`config.mk`:
```
export PLATFORM = sky130hd
export DESIGN_NAME = load_store_unit
export DESIGN_NICKNAME = d
export VERILOG_FILES = /design/src/rtl/load_store_unit.sv
export SDC_FILE = /design/constraint.sdc
export NUM_CORES = 1
export LEC_CHECK = 0
export ABC_AREA = 0
export CORE_ASPECT_RATIO = 1.2
export CORE_MARGIN = 2
export CORE_UTILIZATION = 39
export DETAILED_ROUTE_END_ITERATION = 10
export HOLD_SLACK_MARGIN = 0.15
export PLACE_DENSITY = 0.81
export SETUP_SLACK_MARGIN = 0.05
export SLEW_MARGIN = 0
export SYNTH_ARGS = -nofsm -noshare
export SYNTH_HDL_FRONTEND = slang
export SYNTH_SLANG_ARGS = --single-unit
export TNS_END_PERCENT = 5
```
`constraint.sdc`:
```
create_clock -name clk -period 2 [get_ports clk]
set_input_delay 0.4 -clock clk [delete_from_list [all_inputs] [get_ports clk]]
set_output_delay 0.4 -clock clk [all_outputs]
set_load 0.02 [all_outputs]
```
`src/rtl/load_store_unit.sv`:
```
// Load/store bridge between the execute stage and a word-organised data memory.
// One request in flight; faulty requests are answered directly and never reach memory.
module load_store_unit #(
    parameter int ADDR_W = 12,
    parameter int XLEN   = 32
) (
    input  logic              clk,
    input  logic              arst_n,
    input  logic              req_valid,
    output logic              req_ready,
    input  logic              req_store,
    input  logic [2:0]        req_funct3,
    input  logic [XLEN-1:0]   req_addr,
    input  logic [XLEN-1:0]   req_wdata,
    output logic              resp_valid,
    output logic [XLEN-1:0]   resp_rdata,
    output logic              resp_err,
    output logic [ADDR_W-1:0] mem_addr,
    output logic              mem_we,
    output logic [3:0]        mem_be,
    output logic [XLEN-1:0]   mem_wdata,
    input  logic [XLEN-1:0]   mem_rdata
);

    localparam logic [1:0] IDLE   = 2'd0;
    localparam logic [1:0] ACCESS = 2'd1;
    localparam logic [1:0] RESP   = 2'd2;

    logic [1:0] state;
    logic       store_q;
    logic [2:0] funct3_q;
    logic [1:0] lane_q;
    logic       req_err;

    function automatic logic access_err(input logic st, input logic [2:0] f3,
                                        input logic [XLEN-1:0] addr);
        logic illegal;
        logic misaligned;
        logic out_of_range;
        if (st)
            illegal = (f3 > 3'b010);
        else
            illegal = (f3 == 3'b011) || (f3 == 3'b110) || (f3 == 3'b111);
        misaligned   = ((f3[1:0] == 2'b01) && addr[0]) ||
                       ((f3[1:0] == 2'b10) && (addr[1:0] != 2'b00));
        out_of_range = |addr[XLEN-1:ADDR_W+2];
        return illegal || misaligned || out_of_range;
    endfunction

    function automatic logic [3:0] store_be(input logic [1:0] size, input logic [1:0] lane);
        case (size)
            2'b00:   return 4'b0001 << lane;
            2'b01:   return 4'b0011 << lane;
            default: return 4'b1111;
        endcase
    endfunction

    // Replicating the data across lanes lets the byte enables pick the target lane.
    function automatic logic [XLEN-1:0] store_data(input logic [1:0] size,
                                                   input logic [XLEN-1:0] wdata);
        case (size)
            2'b00:   return {(XLEN/8){wdata[7:0]}};
            2'b01:   return {(XLEN/16){wdata[15:0]}};
            default: return wdata;
        endcase
    endfunction

    function automatic logic [XLEN-1:0] load_extend(input logic [2:0] f3, input logic [1:0] lane,
                                                    input logic [XLEN-1:0] word);
        logic [XLEN-1:0] sh;
        sh = word >> {lane, 3'b000};
        case (f3)
            3'b000:  return {{(XLEN-8){sh[7]}}, sh[7:0]};
            3'b001:  return {{(XLEN-16){sh[15]}}, sh[15:0]};
            3'b010:  return sh;
            3'b100:  return {{(XLEN-8){1'b0}}, sh[7:0]};
            3'b101:  return {{(XLEN-16){1'b0}}, sh[15:0]};
            default: return '0;
        endcase
    endfunction

    assign req_ready = (state == IDLE);
    assign req_err   = access_err(req_store, req_funct3, req_addr);

    always_ff @(posedge clk or negedge arst_n) begin
        if (!arst_n) begin
            state      <= IDLE;
            store_q    <= 1'b0;
            funct3_q   <= '0;
            lane_q     <= '0;
            resp_valid <= 1'b0;
            resp_rdata <= '0;
            resp_err   <= 1'b0;
            mem_addr   <= '0;
            mem_we     <= 1'b0;
            mem_be     <= '0;
            mem_wdata  <= '0;
        end else begin
            mem_we     <= 1'b0;
            mem_be     <= '0;
            resp_valid <= 1'b0;
            case (state)
                IDLE: begin
                    if (req_valid) begin
                        store_q  <= req_store;
                        funct3_q <= req_funct3;
                        lane_q   <= req_addr[1:0];
                        if (req_err) begin
                            state      <= RESP;
                            resp_valid <= 1'b1;
                            resp_err   <= 1'b1;
                            resp_rdata <= '0;
                        end else begin
                            // Memory strobes are registered here so they are live during ACCESS.
                            state    <= ACCESS;
                            mem_addr <= req_addr[ADDR_W+1:2];
                            if (req_store) begin
                                mem_we    <= 1'b1;
                                mem_be    <= store_be(req_funct3[1:0], req_addr[1:0]);
                                mem_wdata <= store_data(req_funct3[1:0], req_wdata);
                            end
                        end
                    end
                end
                ACCESS: begin
                    state      <= RESP;
                    resp_valid <= 1'b1;
                    resp_err   <= 1'b0;
                    resp_rdata <= store_q ? '0 : load_extend(funct3_q, lane_q, mem_rdata);
                end
                RESP: begin
                    state <= IDLE;
                end
                default: begin
                    state <= IDLE;
                end
            endcase
        end
    end

endmodule

```
==> run metrics <==
post-synthesis simple-gate area fraction around 8.4%; initial antenna violation count 2; fillers roughly 900; I/O pin count 187; M2 GR Usage between 40 and 50%; Overall Power roughly 4.2 mW; crit end category register; Design Area, Final ~7500 sq um; met1 GRT Util 27.4%; Synth Area in XOR/XNOR 0%; cell count after synthesis roughly 380; LEAKAGE between 3 and 4 nW; nature of the critical path startpoint register; Syn Area/Cell approximately 12 sq um; initial drt markers between 100 and 150; ys flop type dfrtp_1; hold depth 1; DPL Wire Length roughly 11000 um; flop-to-flop setup slack between 0.06 and 0.07 ns; Fin. Hold Viols 0; number of global-route vias before repair 4362; RSZ-0062 raised after global routing true; status complete, no violations; DRC violations left 0; vias per cell between 5 and 6; IO buf count between 150 and 200; CP Class reg2reg; core area between 10000 and 15000 sq um; DRT Pass-1 Iters 4; row cnt 43; Syn Std Cell Area 4550 sq um; register area share after synthesis about 50%; Die Area 12500 sq um; Yosys reg bits 91; met3 Use GR 6.72%; CTS root buffer clkbuf_16; WP data required around 2.3 ns; Vias 4013; TritonCTS clock tree done; routability cong. roughly 0.86; fin crit share a little over nine tenths; clock transition at the registers of the reported paths around 0.070 ns; synth warn 0; Die Height between 100 and 150 um; post-synth cell types 39; Slew @ Worst Pin 0.792 ns; worst path arrival time ~2.2 ns; Placement Setup Slack -0.432 ns; GR Overflow Total 0; EDFF count, synth 0; worst hold path endpoint mem_addr[8]$_DFFE_PN0P_; post-synthesis adder-cell area fraction 0%; FF-to-FF Start lane_q[0]$_DFFE_PN0P_; Slew HR between 40% and 50%; share of post-route cells with drive strength above 1 between 20% and 30%; largest net degree at the start of global routing 41; Sink Count 91; Antenna Nets Post-Route 0; Worst Reg-to-Reg Cells 4; Tot GR Track Use approximately 24%; Slew Limit Fails 0; worst-case clock buffer depth 2; Worst Slack Setup Final about 0.064 ns; Achievable Freq about 520 MHz; Worst Hold Launch mem_addr[8]$_DFFE_PN0P_; Yosys top cell area share between 50 and 60%; Clock Skew approximately 0.005 ns; mux contribution to synthesized area ~23%; post-synthesis compound-gate area fraction around 15%; Routed WL 14800 um; Max Cap Viol 0; most frequent cells in the layout clkdlybuf4s50_1 (156), dfrtp_1 (90), mux2_2 (49); final setup vio count 0; reg2reg end resp_rdata[27]$_DFFE_PN0P_; async set or reset register ratio after synthesis 100%; largest family of logic cells by synthesized area multiplexers; post-synthesis net count between 400 and 500; Peak VDD IR around 0.52 mV; Area contributors post-synth dfrtp_1 (50%), mux2_2 (16%), mux2i_1 (5.7%), nand2_1 (2.9%), a21oi_1 (2.0%); H-tree Lvls 3; P&R area growth vs syn 65.4%; Layout Cells excl Fill between 700 and 800; wire per inst 19.4 um; pwr dens roughly 560 nW/um^2; Initial Util roughly two fifths; Clock Latency Late Sink ~0.34 ns; first-pass GRT wire length between 20000 and 25000 um; Layout Nets approximately 700; Area after DPL around 6800 sq um; placed insts ~730; commonest non-fill, non-tap cell in the layout clkdlybuf4s50_1; Final Critical Period around 1.9 ns; gr busiest metal met2; Die Span X ~100 um; CTS Buf Count 9; critical path fanouts, max 8; post-synth top area cell dfrtp_1; worst min-delay path category reg2reg
stage by stage:
stage,hold slack [ns],utilization [%],TNS (ns)
2_1_floorplan,0.104,-,0
3_3_place_gp,0.408,59.6,-28.27
3_5_place_dp,0.414,59.6,-30.29
4_1_cts,0.494,65.2,0
5_1_grt,0.529,65.6,0
6_report,0.492,65.6,0
layout make-up:
class / instances / area [sq um] / share of cell area [%]
Timing Repair Buffer: 239 / 2410 / 32.0
Inverter: 9 / 33.8 / 0.449
Sequential cell: 91 / 2280 / 30.3
Tap cell: 157 / 196 / 2.61
Antenna cell: 2 / 5.00 / 0.0665
Clock inverter: 5 / 38.8 / 0.516
Multi-Input combinational cell: 249 / 2320 / 30.8
Clock buffer: 11 / 243 / 3.23
layer usage:
| layer | up-vias | wire, um | share of wire, % |
|---|---|---|---|
| met2 | 186 | 7550 | 51 |
| met5 | - | 0 | 0 |
| met4 | 0 | 345 | 2.3 |
| li1 | 1838 | - | - |
| met3 | 27 | 1220 | 8.2 |
| met1 | 1962 | 5710 | 39 |
sequential cells by signal, summed over array words and instances (netlist names):
register	cells
funct3_q	3
mem_be	4
resp_rdata	32
resp_valid	1
store_q	1
lane_q	2
mem_we	1
mem_wdata	32
mem_addr	12
state	2
resp_err	1
where the power goes:
part | internal [mW] | switching (mW) | total, mW | leakage (nW)
combinational | 0.389 | 0.350 | 0.739 | 1.94
clock | 0.879 | 0.730 | 1.61 | 0.124
sequential | 1.86 | 0.0332 | 1.89 | 1.25
total | 3.13 | 1.11 | 4.24 | 3.31
synth_stat cells, types with 6 or more instances:
cell	count
buf_6	6
mux2_2	63
inv_1	9
nand2_1	35
nor2b_1	11
o2bb2ai_1	7
o221ai_1	6
a21oi_1	18
clkbuf_1	14
o31ai_1	8
a32o_1	8
mux2i_1	26
a211oi_1	8
dfrtp_1	91
o21a_1	6
o21ai_0	9
o211ai_2	6
cells by family (layout without fill, tap and decap cells):
logic type / count (synthesis) / in the layout
mux: 93 / 93
flops: 91 / 91
other cells: 0 / 2
compound gates: 84 / 84
buf+inv: 37 / 264
simple gates: 71 / 72
worst max path at each step:
stage,startpoint,to,slack [ns]
2_1_floorplan,req_addr[21],mem_wdata[17]$_DFFE_PN0P_,0.03
3_3_place_gp,req_addr[0],mem_wdata[19]$_DFFE_PN0P_,-0.39
3_5_place_dp,req_addr[29],mem_wdata[17]$_DFFE_PN0P_,-0.43
4_1_cts,lane_q[0]$_DFFE_PN0P_,resp_rdata[27]$_DFFE_PN0P_,0.04
5_1_grt,req_addr[1],resp_rdata[15]$_DFFE_PN0P_,0.005
6_report,lane_q[0]$_DFFE_PN0P_,resp_rdata[27]$_DFFE_PN0P_,0.06
worst max-delay path, cell delays in order (launching register included):
cell and delay (ns):
dfrtp_2 0.47, mux2i_1 0.17, mux4_2 0.50, or4_4 0.58, o211ai_1 0.13
timing repair:
item	4_1_cts	5_1_grt
endpoints found under the hold margin	37	0
resized for setup	61	24
endpoints found under the setup margin	70	74
cloned	6	0
hold buffers	1	0
pin swaps	11	10
setup buffers	9	2
(Power assumes the default switching activity.)
